[config.mk]
export PLATFORM = sky130hd
export DESIGN_NAME = imem_loader_flat
export DESIGN_NICKNAME = d
export VERILOG_FILES = /design/src/rtl/imem_loader_pkg.sv /design/src/rtl/imem_loader_if.sv /design/src/rtl/imem_byte_packer.sv /design/src/rtl/imem_loader.sv /design/src/flat_wrapper.sv
export SDC_FILE = /design/constraint.sdc
export NUM_CORES = 1
export LEC_CHECK = 0
export CORE_ASPECT_RATIO = 1.2
export CORE_MARGIN = 3
export CORE_UTILIZATION = 53
export CTS_BUF_LIST = sky130_fd_sc_hd__clkbuf_4
export CTS_CLUSTER_DIAMETER = 30
export CTS_CLUSTER_SIZE = 14
export DETAILED_ROUTE_END_ITERATION = 6
export GPL_TIMING_DRIVEN = 0
export PLACE_DENSITY = 0.87
export SYNTH_ARGS = -nofsm -noshare
export SYNTH_HDL_FRONTEND = slang
export SYNTH_SLANG_ARGS = --single-unit
[constraint.sdc]
create_clock -name clk -period 2.6 [get_ports clk]
set_input_delay 0.52 -clock clk [delete_from_list [all_inputs] [get_ports clk]]
set_output_delay 0.52 -clock clk [all_outputs]
set_load 0.05 [all_outputs]
[src/rtl/imem_loader_pkg.sv]
// imem_loader_pkg -- shared types and constants for the instruction-memory loader.
//   ld_state_e      : loader FSM state encoding
//   HDR_BYTES       : length-header size in bytes (little-endian word count)
//   BYTES_PER_WORD  : bytes per 32-bit instruction word
//   word_addr()     : word index -> word-aligned byte address
// Optional feature macro: IMEM_LOADER_CHECKSUM_EN adds the CKSUM state.
package imem_loader_pkg;

    localparam int HDR_BYTES      = 2;
    localparam int BYTES_PER_WORD = 4;

`ifdef IMEM_LOADER_CHECKSUM_EN
    typedef enum logic [2:0] {
        ST_LEN0, ST_LEN1, ST_DATA, ST_CKSUM, ST_DONE, ST_ERR
    } ld_state_e;
`else
    typedef enum logic [2:0] {
        ST_LEN0, ST_LEN1, ST_DATA, ST_DONE, ST_ERR
    } ld_state_e;
`endif

    function automatic logic [31:0] word_addr(input logic [15:0] idx);
        return {14'd0, idx, 2'b00};
    endfunction

endpackage

[src/rtl/imem_loader_if.sv]
// imem_loader_if -- byte-stream input and instruction-memory write bus.
//   byte_valid/byte_data/byte_ready : program byte stream (valid/ready)
//   imem_we/imem_addr/imem_wdata    : instruction-memory write port
// Modports:
//   slave  : the loader (consumes bytes, drives the memory write port)
//   master : the environment (sources bytes, observes the write port)
interface imem_loader_if;
    logic        byte_valid;
    logic [7:0]  byte_data;
    logic        byte_ready;
    logic        imem_we;
    logic [31:0] imem_addr;
    logic [31:0] imem_wdata;

    modport slave (
        input  byte_valid, byte_data,
        output byte_ready, imem_we, imem_addr, imem_wdata
    );

    modport master (
        output byte_valid, byte_data,
        input  byte_ready, imem_we, imem_addr, imem_wdata
    );
endinterface

[src/rtl/imem_byte_packer.sv]
// imem_byte_packer -- assembles little-endian 32-bit words from a byte stream.
//   clk, arst : clock, synchronous active-high reset
//   clr       : drop any partial word and restart at byte 0
//   push      : a byte is accepted this cycle
//   din       : the byte
//   word      : assembled word including the current byte (valid with last)
//   last      : this push completes a word (4th byte)
module imem_byte_packer
    import imem_loader_pkg::*;
(
    input  logic        clk,
    input  logic        arst,
    input  logic        clr,
    input  logic        push,
    input  logic [7:0]  din,
    output logic [31:0] word,
    output logic        last
);

    localparam int CNT_W = $clog2(BYTES_PER_WORD);

    logic [CNT_W-1:0] cnt_q;
    logic [31:0]      word_q;

    // Bytes enter at the top and shift down, so the first byte of a word
    // ends up in bits 7:0 once all four have arrived.
    assign word = {din, word_q[31:8]};
    assign last = push && (cnt_q == CNT_W'(BYTES_PER_WORD - 1));

    always_ff @(posedge clk) begin
        if (arst || clr) begin
            cnt_q  <= '0;
            word_q <= '0;
        end else if (push) begin
            cnt_q  <= cnt_q + CNT_W'(1);  // wraps back to 0 after the 4th byte
            word_q <= word;
        end
    end

endmodule

[src/rtl/imem_loader.sv]
// imem_loader -- boot loader: receives a length-prefixed program over a byte
// stream, writes it into instruction memory and then releases the CPU.
//   Parameter MAX_WORDS : memory depth in words / largest accepted program
//   clk     : clock
//   arst    : synchronous active-high reset
//   reload  : restart loading (only from DONE or ERR)
//   bus     : imem_loader_if.slave (byte stream in, imem write port out)
//   cpu_rst : CPU held in reset while high (everywhere except DONE)
//   done    : program loaded
//   error   : load failed (oversize program or checksum mismatch)
// Stream: N[7:0], N[15:8], then N little-endian words.
// Optional feature macro: IMEM_LOADER_CHECKSUM_EN -- one trailing byte equal to
// the XOR of every preceding stream byte is required before DONE.
module imem_loader
    import imem_loader_pkg::*;
#(
    parameter int MAX_WORDS = 256
)(
    input  logic         clk,
    input  logic         arst,
    input  logic         reload,
    imem_loader_if.slave bus,
    output logic         cpu_rst,
    output logic         done,
    output logic         error
);

    localparam logic [16:0] MAX_N = 17'(MAX_WORDS);

`ifdef IMEM_LOADER_CHECKSUM_EN
    localparam ld_state_e ST_POST = ST_CKSUM;
`else
    localparam ld_state_e ST_POST = ST_DONE;
`endif

    ld_state_e   state_q, state_d;
    logic [7:0]  len_lo_q;
    logic [15:0] n_words_q;
    logic [15:0] idx_q;
    logic        rdy_q;
    logic        we_q;
    logic [31:0] addr_q;
    logic [31:0] wdata_q;

    logic        accepting;
    logic        acc;
    logic        reload_go;
    logic        pack_push;
    logic        word_last;
    logic        last_word;
    logic [15:0] n_in;
    logic [31:0] packed_word;

    // rdy_q keeps byte_ready low during reset and for the first edge after
    // it, so the source sees ready rise one cycle after reset is released.
    assign bus.byte_ready = rdy_q && accepting;
    assign acc            = bus.byte_valid && bus.byte_ready;
    assign n_in           = {bus.byte_data, len_lo_q};
    assign pack_push      = acc && (state_q == ST_DATA);
    assign last_word      = (idx_q + 16'd1) == n_words_q;
    assign reload_go      = reload && ((state_q == ST_DONE) || (state_q == ST_ERR));

    assign bus.imem_we    = we_q;
    assign bus.imem_addr  = addr_q;
    assign bus.imem_wdata = wdata_q;

    assign cpu_rst = (state_q != ST_DONE);
    assign done    = (state_q == ST_DONE);
    assign error   = (state_q == ST_ERR);

    imem_byte_packer u_packer (
        .clk  (clk),
        .arst (arst),
        .clr  (reload_go),
        .push (pack_push),
        .din  (bus.byte_data),
        .word (packed_word),
        .last (word_last)
    );

`ifdef IMEM_LOADER_CHECKSUM_EN
    logic [7:0] cksum_q;

    always_ff @(posedge clk) begin
        if (arst || reload_go) begin
            cksum_q <= '0;
        end else if (acc && (state_q != ST_CKSUM)) begin
            cksum_q <= cksum_q ^ bus.byte_data;
        end
    end
`endif

    always_comb begin
        accepting = 1'b0;
        case (state_q)
            ST_LEN0, ST_LEN1, ST_DATA: accepting = 1'b1;
`ifdef IMEM_LOADER_CHECKSUM_EN
            ST_CKSUM:                  accepting = 1'b1;
`endif
            default:                   accepting = 1'b0;
        endcase
    end

    always_comb begin
        state_d = state_q;
        case (state_q)
            ST_LEN0: if (acc) state_d = ST_LEN1;
            ST_LEN1: begin
                if (acc) begin
                    if ({1'b0, n_in} > MAX_N) state_d = ST_ERR;
                    else if (n_in == 16'd0)   state_d = ST_POST;
                    else                      state_d = ST_DATA;
                end
            end
            // Leave DATA on the edge that completes the last word; its write
            // pulse appears in the first cycle of the next state.
            ST_DATA: if (word_last && last_word) state_d = ST_POST;
`ifdef IMEM_LOADER_CHECKSUM_EN
            ST_CKSUM: begin
                if (acc) state_d = (bus.byte_data == cksum_q) ? ST_DONE : ST_ERR;
            end
`endif
            ST_DONE, ST_ERR: if (reload) state_d = ST_LEN0;
            default: state_d = ST_LEN0;
        endcase
    end

    always_ff @(posedge clk) begin
        if (arst) state_q <= ST_LEN0;
        else      state_q <= state_d;
    end

    always_ff @(posedge clk) begin
        if (arst) begin
            rdy_q     <= 1'b0;
            len_lo_q  <= '0;
            n_words_q <= '0;
            idx_q     <= '0;
            we_q      <= 1'b0;
            addr_q    <= '0;
            wdata_q   <= '0;
        end else begin
            rdy_q <= 1'b1;
            we_q  <= 1'b0;
            if (reload_go) idx_q <= '0;
            if (acc && (state_q == ST_LEN0)) len_lo_q  <= bus.byte_data;
            if (acc && (state_q == ST_LEN1)) n_words_q <= n_in;
            if (word_last) begin
                we_q    <= 1'b1;
                addr_q  <= word_addr(idx_q);
                wdata_q <= packed_word;
                idx_q   <= idx_q + 16'd1;
            end
        end
    end

endmodule

[src/flat_wrapper.sv]
// flat-port wrapper written by rule: the top's interface ports become plain ports
module imem_loader_flat import imem_loader_pkg::*;
#(
    parameter int MAX_WORDS = 256
)
  (clk, arst, reload, cpu_rst, done, error, bus_byte_valid, bus_byte_data, bus_byte_ready, bus_imem_we, bus_imem_addr, bus_imem_wdata);
  imem_loader_if bus_i ();
  input  logic clk;
  input  logic arst;
  input  logic reload;
  output logic cpu_rst;
  output logic done;
  output logic error;
  input wire logic [$bits(bus_i.byte_valid)-1:0] bus_byte_valid;
  input wire logic [$bits(bus_i.byte_data)-1:0] bus_byte_data;
  output wire logic [$bits(bus_i.byte_ready)-1:0] bus_byte_ready;
  output wire logic [$bits(bus_i.imem_we)-1:0] bus_imem_we;
  output wire logic [$bits(bus_i.imem_addr)-1:0] bus_imem_addr;
  output wire logic [$bits(bus_i.imem_wdata)-1:0] bus_imem_wdata;
  assign bus_i.byte_valid = bus_byte_valid;
  assign bus_i.byte_data = bus_byte_data;
  assign bus_byte_ready = bus_i.byte_ready;
  assign bus_imem_we = bus_i.imem_we;
  assign bus_imem_addr = bus_i.imem_addr;
  assign bus_imem_wdata = bus_i.imem_wdata;
  imem_loader #(.MAX_WORDS(MAX_WORDS)) u_core (.clk(clk), .arst(arst), .reload(reload), .bus(bus_i), .cpu_rst(cpu_rst), .done(done), .error(error));
endmodule
==> flow_summary.ini, run 1 <==
[cts]
cts_root_buf = clkbuf_4
clock_sinks = 119
cts_tree = built
cts_max_level = 4
path_clk_slew_ps = 110
postCtsSetupBuffers = 0
ctsHoldBuffers = 0
clock_path_buffers = 2
insertion_delay_ps = 540
numCtsBuffers = 17

[detailed_routing]
ant_nets = 0
vias = 4773
wl_per_cell_um = 16.0
dr.pass1.iters = 5
via_per_inst = 5.52
drtIter0Drc = 404
drt_wl_total_mm = 13.9
route.detailed.drc = 0

[synth]
synthCells = 633
syn_area_sq_um = 5090
avgSynthCellArea_sq_um = 8.05
ys_ff_latch = 119
ys_types = 49
synth_edf_count = 0
synth_top_area_cell = dfxtp_1
synthTopCellsByArea = dfxtp_1, nand2_1, a21oi_1
synthFlopType = dfxtp_1
yosysSeqAreaShare = 0.468
netlist.area_leader.share = 0.468
async_flop_share = 0
yosys_warnings = 0

[setup_path]
worst_path_max_delay_cell = dlygate4sd2_1
crit_arrival_ps = 1980
critPathKind = reg2out
critPathLaunchType = register
cp_max_fo = 9
critPathBufInv = 3
cp.required_ps = 2080
r2r_end = u_core.idx_q[9]
worstReg2RegStart = u_core.state_q[2]
reg2regPathDepth = 8
path_delay_family = buffers and inverters
reg2reg_slack_ps = 140
cpPeakStageDelay_ps = 530
cp_cell_sequence = buf_2 > nand2_1 > or2_1 > inv_1 > dlygate4sd2_1
cp-end-kind = primary output

[power_and_ir_drop]
p_leak_nw = 2.24
power_density_nw_per_um2 = 559
swShare = 0.282
intPower_mw = 2.52
share_comb_of_total_power = 0.063
power_frac_seq = 0.526
max-vdd-ir-drop_mv = 0.397
clkPwrFrac = 0.410
p_switching_mw = 0.989

[floorplan]
io_pins = 81
die_h_um = 113
die_w_um = 95.5
rows = 38
floorplan.initialDensity = 0.552
die-area_sq_um = 10800
core_area_sq_um = 9220

[finish]
finalNetCount = 745
final_cell_count_no_fill = 864
postLayoutCellArea_sq_um = 6270
drive_gt1_frac = 0.0927
antenna_cells = 0
mostFrequentLayoutCell = nand2_1
final_cell_mix = nand2_1, dfxtp_1, a21oi_1
syn2layout_area_growth_pct = 23.1
fin_util = 0.680

[timing]
fmax_mhz = 400
worst-slew-pin-transition_ps = 849
finalCritPeriodShare = 0.961
final.min_clock_period_ps = 2500
rsz0062_at_grt = no
maxSlewViolCount = 0
final_hold_viol_count = 0
setup_viol = 0
clock_skew_ps = 21.9
relSlewSlack = 0.431

[hold_path]
worstHoldStart = u_core.bus.imem_addr[11]
hold_path_end = u_core.bus.imem_addr[11]
hold_path.class = reg2reg
hold_path_depth = 2

[placement]
dp_cells = 832
dp_hpwl_mm = 10.0
dpl_cell_area_sq_um = 5950
io_buffers = 64
gp_congestion = 0.939

[global_routing]
grt_pass1_vias = 4882
antenna_found_initial = 0
grt_overflow = 0
grt_pass1_wl_mm = 22.8
track_usage = 0.269
grt_max_degree = 17

[status]
status = complete, no violations

[flow_run]
max_cap_violations = 0
==> state kept, by name (all words and copies together) (netlist names) <==
register	count
u_core.bus.imem_wdata	32
u_core.u_packer.word_q	24
u_core.bus.imem_addr	16
u_core.idx_q	16
u_core.n_words_q	16
u_core.len_lo_q	8
u_core.state_q	3
u_core.u_packer.cnt_q	2
u_core.bus.imem_we	1
u_core.rdy_q	1
==> power groups by stage <==
stage	combinational, mW	sequential [mW]	clock, mW
finish	0.222	1.85	1.44
global route	0.237	1.85	1.51
CTS	0.218	1.85	1.43
detailed placement	0.218	1.89	0
global placement	0.214	1.89	0
floorplan	0.157	1.88	0
==> metrics by stage <==
step / setup TNS [ps] / power, mW / hold slack, ps / setup slack (ps)
after floorplan: 0 / 2.04 / 432 / 227
after global placement: -2680 / 2.10 / 442 / -169
after detailed placement: -4440 / 2.10 / 447 / -192
after CTS: 0 / 3.50 / 459 / 87.8
after global routing: 0 / 3.59 / 482 / 5.84
final: 0 / 3.51 / 460 / 102
==> worst register-to-register path: stages (launching register included) <==
cell,delay (ps)
dfxtp_1,350
buf_2,220
and4bb_1,280
nand2_1,180
and2_1,150
clkbuf_1,340
clkbuf_1,500
o21ai_1,180
a21oi_1,210
==> what timing repair did <==
action | in CTS | in global routing
resized for setup | 4 | 4
endpoints found under the setup margin | 4 | 1
pin swaps | 0 | 1
==> logic make-up after synthesis <==
| group | after synthesis | synth area share |
|---|---|---|
| AOI/OAI and AO/OA | 128 | 0.137 |
| buffers and inverters | 65 | 0.0624 |
| xor gates and xnor gates | 21 | 0.0361 |
| and+or+nand+nor | 271 | 0.240 |
| DFF | 119 | 0.468 |
| muxes | 26 | 0.0511 |
| other | 1 | 0.000736 |
| adders and majority gates | 2 | 0.00491 |
==> worst max path at each step <==
stage	startpoint	end	cells past startpoint
floorplan	u_core.state_q[0]	u_core.idx_q[11]	10
global placement	bus_byte_valid	u_core.state_q[0]	8
detailed placement	bus_byte_valid	u_core.state_q[0]	8
CTS	u_core.state_q[0]	done	5
global route	u_core.state_q[0]	done	5
finish	u_core.state_q[0]	done	5
==> Yosys cell counts (2+ instances only) <==
cell type / n
nand2_1: 163
buf_1: 3
nor3_2: 2
a211oi_1: 5
xor2_1: 5
clkbuf_1: 32
inv_1: 3
ha_1: 2
o21a_1: 2
nand3b_1: 6
and3_1: 3
nor2_1: 46
or3_1: 2
nor3b_1: 5
nand4_1: 2
a31oi_1: 4
a21oi_1: 94
or4_1: 2
nor3_1: 8
nor4_1: 3
mux2i_1: 26
buf_2: 11
and2_1: 5
nor2b_1: 3
xnor2_1: 16
and4_1: 3
nand3_1: 10
o21ai_1: 7
dfxtp_1: 119
o21ai_0: 7
buf_4: 16
==> area by class of cell <==
type | count | area (sq um)
Sequential cell | 119 | 2380
Fill cell | 747 | 2950
Timing Repair Buffer | 64 | 636
Buffer | 62 | 307
Tap cell | 120 | 150
Clock inverter | 15 | 180
Clock buffer | 17 | 128
Multi-Input combinational cell | 464 | 2480
Inverter | 3 | 11.3
==> routing by layer <==
layer,part of all wire,GRT usage,up-vias
met3,0.054,0.0561,38
li1,-,-,2293
met2,0.51,0.471,198
met1,0.40,0.306,2244
met4,0.037,0.136,0
met5,0,0,-
Power figures use the tool's default switching activity.
==> run 2: changes to the inputs <==
--- a/config.mk
+++ b/config.mk
@@ -5,7 +5,7 @@
 export SDC_FILE = /design/constraint.sdc
 export NUM_CORES = 1
 export LEC_CHECK = 0
-export CORE_ASPECT_RATIO = 1.2
+export CORE_ASPECT_RATIO = 1.25
 export CORE_MARGIN = 3
 export CORE_UTILIZATION = 53
 export CTS_BUF_LIST = sky130_fd_sc_hd__clkbuf_4
@@ -13,7 +13,9 @@
 export CTS_CLUSTER_SIZE = 14
 export DETAILED_ROUTE_END_ITERATION = 6
 export GPL_TIMING_DRIVEN = 0
+export MAX_ROUTING_LAYER = met4
 export PLACE_DENSITY = 0.87
 export SYNTH_ARGS = -nofsm -noshare
 export SYNTH_HDL_FRONTEND = slang
+export SYNTH_HIERARCHICAL = 1
 export SYNTH_SLANG_ARGS = --single-unit
==> run 2 against run 1 <==
- cell area up 3.2%
- flip-flop and latch count did not move
- critical path depth grew 6
- critical endpoint is now u_core/idx_q[6]
==> flow_summary.ini, run 2 <==
[status]
status = complete, no violations

[hold_path]
hold_path_end = u_core/bus.imem_addr[5]
hold_path_depth = 2
hold_path.class = reg2reg
worstHoldStart = u_core/bus.imem_addr[5]

[cts]
cts_root_buf = clkbuf_4
clock_sinks = 119
numCtsBuffers = 17
ctsHoldBuffers = 0
path_clk_slew_ps = 100
cts_max_level = 4
insertion_delay_ps = 510
clock_path_buffers = 2
cts_tree = built

[synth]
avgSynthCellArea_sq_um = 9.41
synth_common_cells = nor2_1, dfxtp_1, mux2i_1
ys_types = 52
syn_area_sq_um = 5250
yosys_warnings = 6
synthFlopType = dfxtp_1
synthCells = 558
yosysSeqAreaShare = 0.454
ys_ff_latch = 119
yosysMostFrequentCell = nor2_1
netlist.area_leader.share = 0.454
synthTopCellsByArea = dfxtp_1, mux2i_1, nor2_1
synth_edf_count = 0
synth_top_area_cell = dfxtp_1
async_flop_share = 0

[finish]
largest_register_ffs = 32
seq_area_sq_um = 2380
mostFrequentLayoutCell = nor2_1
postLayoutCellArea_sq_um = 6470
drive_gt1_frac = 0.145
nFillCells = 742
final_cell_mix = nor2_1, dfxtp_1, mux2i_1
antenna_cells = 0
syn2layout_area_growth_pct = 23.2
multi_input_area_sq_um = 2560
finalNetCount = 671

[setup_path]
critPathKind = reg2reg
cp_cell_sequence = buf_2 > nand2b_4 > nor3_4 > buf_6 > buf_8 > and2_4 > buf_4 > clkinv_1 > clkbuf_1 > a31oi_1 > nor2_1
worst_path_max_delay_cell = dfxtp_1
crit_arrival_ps = 2860
worstReg2RegStart = u_core/state_q[0]
cp_max_fo = 10
critPathLaunchType = register
cp-end-kind = register
cpPeakStageDelay_ps = 330
r2r_end = u_core/idx_q[6]
critPathBufInv = 6
cp.required_ps = 2990
reg2reg_slack_ps = 130
path_delay_family = buffers and inverters
reg2regPathDepth = 11

[detailed_routing]
vias = 4164
dr.pass1.iters = 7
route.detailed.drc = 0
route.met3.wl_um = 684
drt_wl_total_mm = 12.3
wl_met1_mm = 4.97
drtIter0Drc = 237
ant_nets = 0
highest_layer = met4
via_per_inst = 5.23
wl_met2_mm = 6.40
wl_per_cell_um = 15.5

[timing]
finalCritPeriodShare = 0.952
clock_skew_ps = 12.1
setup_viol = 0
tns_ps = 0
maxSlewViolCount = 0
fin_hold_ws_ps = 498
relSlewSlack = 0.614
final.min_clock_period_ps = 2470
worst_slack_ps = 125
rsz0062_at_grt = no
worst-slew-pin-transition_ps = 580
fmax_mhz = 404
final_hold_viol_count = 0

[global_routing]
grt_pass1_wl_mm = 19.7
grt_pass1_vias = 4088
grt_overflow = 0
antenna_found_initial = 0
track_usage = 0.237
grt_max_degree = 17

[floorplan]
core_area_sq_um = 9660
die-area_sq_um = 11100
floorplan.initialDensity = 0.544
io_pins = 81
die_w_um = 95.0
die_h_um = 117
rows = 40

[placement]
io_buffers = 64
gp_congestion = 0.871
pre_cts_slack_ps = -1290
dpl_cell_area_sq_um = 6110
dp_hpwl_mm = 9.00

[power_and_ir_drop]
power.total_mw = 3.61
power_density_nw_per_um2 = 558
max-vdd-ir-drop_mv = 0.424
p_leak_nw = 2.39
intPower_mw = 2.67
clkPwrFrac = 0.380
p_switching_mw = 0.941
power_frac_seq = 0.518
share_comb_of_total_power = 0.102
swShare = 0.261

[flow_run]
max_cap_violations = 0
run 2: cell count changes after synthesis, sizes merged, moves of 9 or more:
| cell | change |
|---|---|
| a21oi | -84 |
| buf | +15 |
| clkbuf | -16 |
| mux2i | +72 |
| nand2 | -146 |
| nor2 | +84 |
| o21ai | -9 |
run 2: power by group through the flow:
stage	combinational [mW]	clock [mW]	sequential, mW
6_report	0.366	1.37	1.87
5_1_grt	0.392	1.47	1.87
4_1_cts	0.354	1.40	1.87
3_5_place_dp	0.353	0	1.91
3_3_place_gp	0.346	0	1.91
2_1_floorplan	0.270	0	1.90
run 2: repair_timing:
action	4_1_cts	5_1_grt
gates resized for setup	16	5
pin swaps	1	2
endpoints found under the hold margin	0	0
buffers inserted	2	1
endpoints found under the setup margin	68	42
run 2: worst max-delay path by stage:
stage,from,to,slack [ps],depth (start not counted)
2_1_floorplan,bus_byte_valid,u_core/state_q[0],7,11
3_3_place_gp,bus_byte_valid,u_core/state_q[0],-1240,12
3_5_place_dp,bus_byte_valid,u_core/state_q[0],-1290,12
4_1_cts,u_core/state_q[0],u_core/state_q[0],2,11
5_1_grt,u_core/state_q[1],done,10,4
6_report,u_core/state_q[0],u_core/idx_q[6],130,11
run 2: metrics by stage:
step,instances,util
detailed placement,763,0.632
global route,796,0.670
floorplan,573,-
global placement,763,0.632
CTS,795,0.667
finish,796,0.670
run 2: metal layers:
layer | vias up | track usage
met2 | 143 | 0.415
met4 | 0 | 0.100
met1 | 1945 | 0.255
met3 | 24 | 0.0582
met5 | - | -
li1 | 2052 | -
run 2: cells by family after synthesis:
kind of cell	share of synthesized area
AND/OR/NAND/NOR	0.185
flip-flops	0.454
multiplexers	0.193
buffers and inverters	0.0779
AO/OA/AOI/OAI	0.0403
XOR/XNOR	0.0443
adder cells (fa/ha/maj)	0.00476
other	0.000714
run 2: area by class of cell:
| type | count | share of cell area |
|---|---|---|
| Multi-Input combinational cell | 387 | 0.396 |
| Clock buffer | 19 | 0.0220 |
| Inverter | 6 | 0.00348 |
| Timing Repair Buffer | 67 | 0.102 |
| Tap cell | 126 | 0.0244 |
| Clock inverter | 13 | 0.0242 |
| Buffer | 59 | 0.0603 |
| Sequential cell | 119 | 0.368 |
run 2: tightest hold or removal path, cell delays in order, from the launching register on:
cell and delay [ps]:
dfxtp_1 340, mux2i_1 60, nor2_1 70
==> run 3: changes to the inputs <==
--- a/config.mk
+++ b/config.mk
@@ -15,6 +15,7 @@
 export GPL_TIMING_DRIVEN = 0
 export MAX_ROUTING_LAYER = met4
 export PLACE_DENSITY = 0.87
+export RECOVER_POWER = 100
 export SYNTH_ARGS = -nofsm -noshare
 export SYNTH_HDL_FRONTEND = slang
 export SYNTH_HIERARCHICAL = 1
==> run 3 against run 2 <==
- register-to-register slack lost 30 ps
- core utilization shrank 0.14 points
- highest routed layer unchanged
- clock-buffer cell count is the same
- fmax shrank 1.2%
- critical endpoint is now u_core/u_packer/word_q[10]
- power is essentially flat
- sequential power is essentially flat
==> flow_summary.ini, run 3 (same netlist as run 2, synthesis figures left out) <==
[setup_path]
reg2regPathDepth = 10
critPathKind = reg2reg
cp_cell_sequence = buf_2 > nor2_1 > and2_0 > o21ai_1 > buf_2 > inv_1 > or2_0 > buf_6 > buf_8 > nor2_1
path_delay_family = buffers and inverters
cp.required_ps = 3040
cpPeakStageDelay_ps = 510
worstReg2RegStart = u_core/state_q[0]
reg2reg_slack_ps = 90
cp-end-kind = register
cp_max_fo = 10
worst_path_max_delay_cell = o21ai_1
r2r_end = u_core/u_packer/word_q[10]
crit_arrival_ps = 2940
critPathLaunchType = register
critPathBufInv = 5

[placement]
dp_hpwl_mm = 9.00
gp_congestion = 0.871
dpl_cell_area_sq_um = 6110
io_buffers = 64

[global_routing]
track_usage = 0.237
grt_pass1_vias = 4088
grt_max_degree = 17
grt_pass1_wl_mm = 19.7
grt_overflow = 0
antenna_found_initial = 0

[power_and_ir_drop]
share_comb_of_total_power = 0.101
p_leak_nw = 2.56
power.total_mw = 3.61
max-vdd-ir-drop_mv = 0.427
swShare = 0.262
intPower_mw = 2.67
power_frac_seq = 0.518
clkPwrFrac = 0.381
power_density_nw_per_um2 = 559
p_switching_mw = 0.944

[cts]
clock_sinks = 119
clock_path_buffers = 2
cts_root_buf = clkbuf_4
numCtsBuffers = 17
cts_tree = built
path_clk_slew_ps = 100
insertion_delay_ps = 510
cts_max_level = 4

[floorplan]
floorplan.initialDensity = 0.544
io_pins = 81
die_h_um = 117
core_area_sq_um = 9660
die_w_um = 95.0
die-area_sq_um = 11100
rows = 40

[detailed_routing]
drtIter0Drc = 257
drt_wl_total_mm = 12.4
vias = 4168
via_per_inst = 5.24
ant_nets = 0
dr.pass1.iters = 6
route.detailed.drc = 0
wl_per_cell_um = 15.5

[timing]
rsz0062_at_grt = no
clock_skew_ps = 10.7
finalCritPeriodShare = 0.964
maxSlewViolCount = 0
setup_viol = 0
fmax_mhz = 399
final.min_clock_period_ps = 2510
relSlewSlack = 0.578
fin_hold_ws_ps = 493
worst-slew-pin-transition_ps = 628
final_hold_viol_count = 0

[finish]
final_cell_mix = nor2_1, dfxtp_1, mux2i_1
postLayoutCellArea_sq_um = 6460
drive_gt1_frac = 0.142
largest_register_ffs = 32
fin_util = 0.668
mostFrequentLayoutCell = nor2_1
antenna_cells = 0
syn2layout_area_growth_pct = 22.9
finalNetCount = 671

[flow_run]
max_cap_violations = 0

[hold_path]
worstHoldStart = u_core/bus.imem_addr[5]
hold_path.class = reg2reg
hold_path_depth = 2
hold_path_end = u_core/bus.imem_addr[5]

[status]
status = complete, no violations
run 3: changes by cell type in the layout (fill, tap and decap cells not counted), sizes merged:
cell | before | now
buf | 48 | 43
clkbuf | 33 | 38
clkdlybuf4s50 | 60 | 9
dlygate4sd3 | 0 | 51
run 3: worst max-delay path by stage:
| stage | to | slack, ps | cells past startpoint | startpoint |
|---|---|---|---|---|
| 2_1_floorplan | u_core/state_q[0] | 7 | 11 | bus_byte_valid |
| 5_1_grt | u_core/u_packer/word_q[13] | 7 | 9 | u_core/state_q[2] |
| 4_1_cts | u_core/state_q[0] | 2 | 11 | u_core/state_q[0] |
| 6_report | u_core/u_packer/word_q[10] | 90 | 10 | u_core/state_q[0] |
| 3_3_place_gp | u_core/state_q[0] | -1240 | 12 | bus_byte_valid |
| 3_5_place_dp | u_core/state_q[0] | -1290 | 12 | bus_byte_valid |
run 3: power by group through the flow:
stage / sequential [mW] / clock, mW / combinational (mW)
after floorplan: 1.90 / 0 / 0.270
after global placement: 1.91 / 0 / 0.346
after detailed placement: 1.91 / 0 / 0.353
after CTS: 1.87 / 1.40 / 0.354
after global routing: 1.87 / 1.47 / 0.390
final: 1.87 / 1.37 / 0.366
run 3: layout make-up:
class,count,area (sq um)
well taps,126,158
repair buffers,67,658
clock buffers,19,143
plain buffers,59,389
multi-input cells,387,2550
clock inverters,13,156
fillers,748,3200
flip-flops and latches,119,2380
inverters,6,22.5
run 3: metrics by stage:
| stage | worst slack [ps] | cells | setup TNS (ps) |
|---|---|---|---|
| floorplan | 7.43 | 573 | 0 |
| global placement | -1240 | 763 | -55130 |
| detailed placement | -1290 | 763 | -58880 |
| CTS | 1.70 | 795 | 0 |
| global route | 6.86 | 796 | 0 |
| finish | 94.6 | 796 | 0 |
run 3: worst register-to-register path, delay by kind of cell, from the launching register on:
kind / cells / cell delay, ps
buffers and inverters: 5 / 950
and+or+nand+nor: 4 / 640
DFF: 1 / 350
AOI/OAI and AO/OA: 1 / 510
run 3: repair_timing:
item,in CTS,in global routing
setup buffers,2,1
hold endpoints to repair,0,0
gates resized for setup,16,5
hold buffers,0,0
pin swaps,1,2
setup endpoints to repair,68,42
run 3: metal layers:
layer	global-route usage	wire (um)	up-vias
met1	0.255	5070	1968
li1	-	-	2056
met5	-	0	-
met4	0.100	231	0
met2	0.415	6470	121
met3	0.0582	587	23
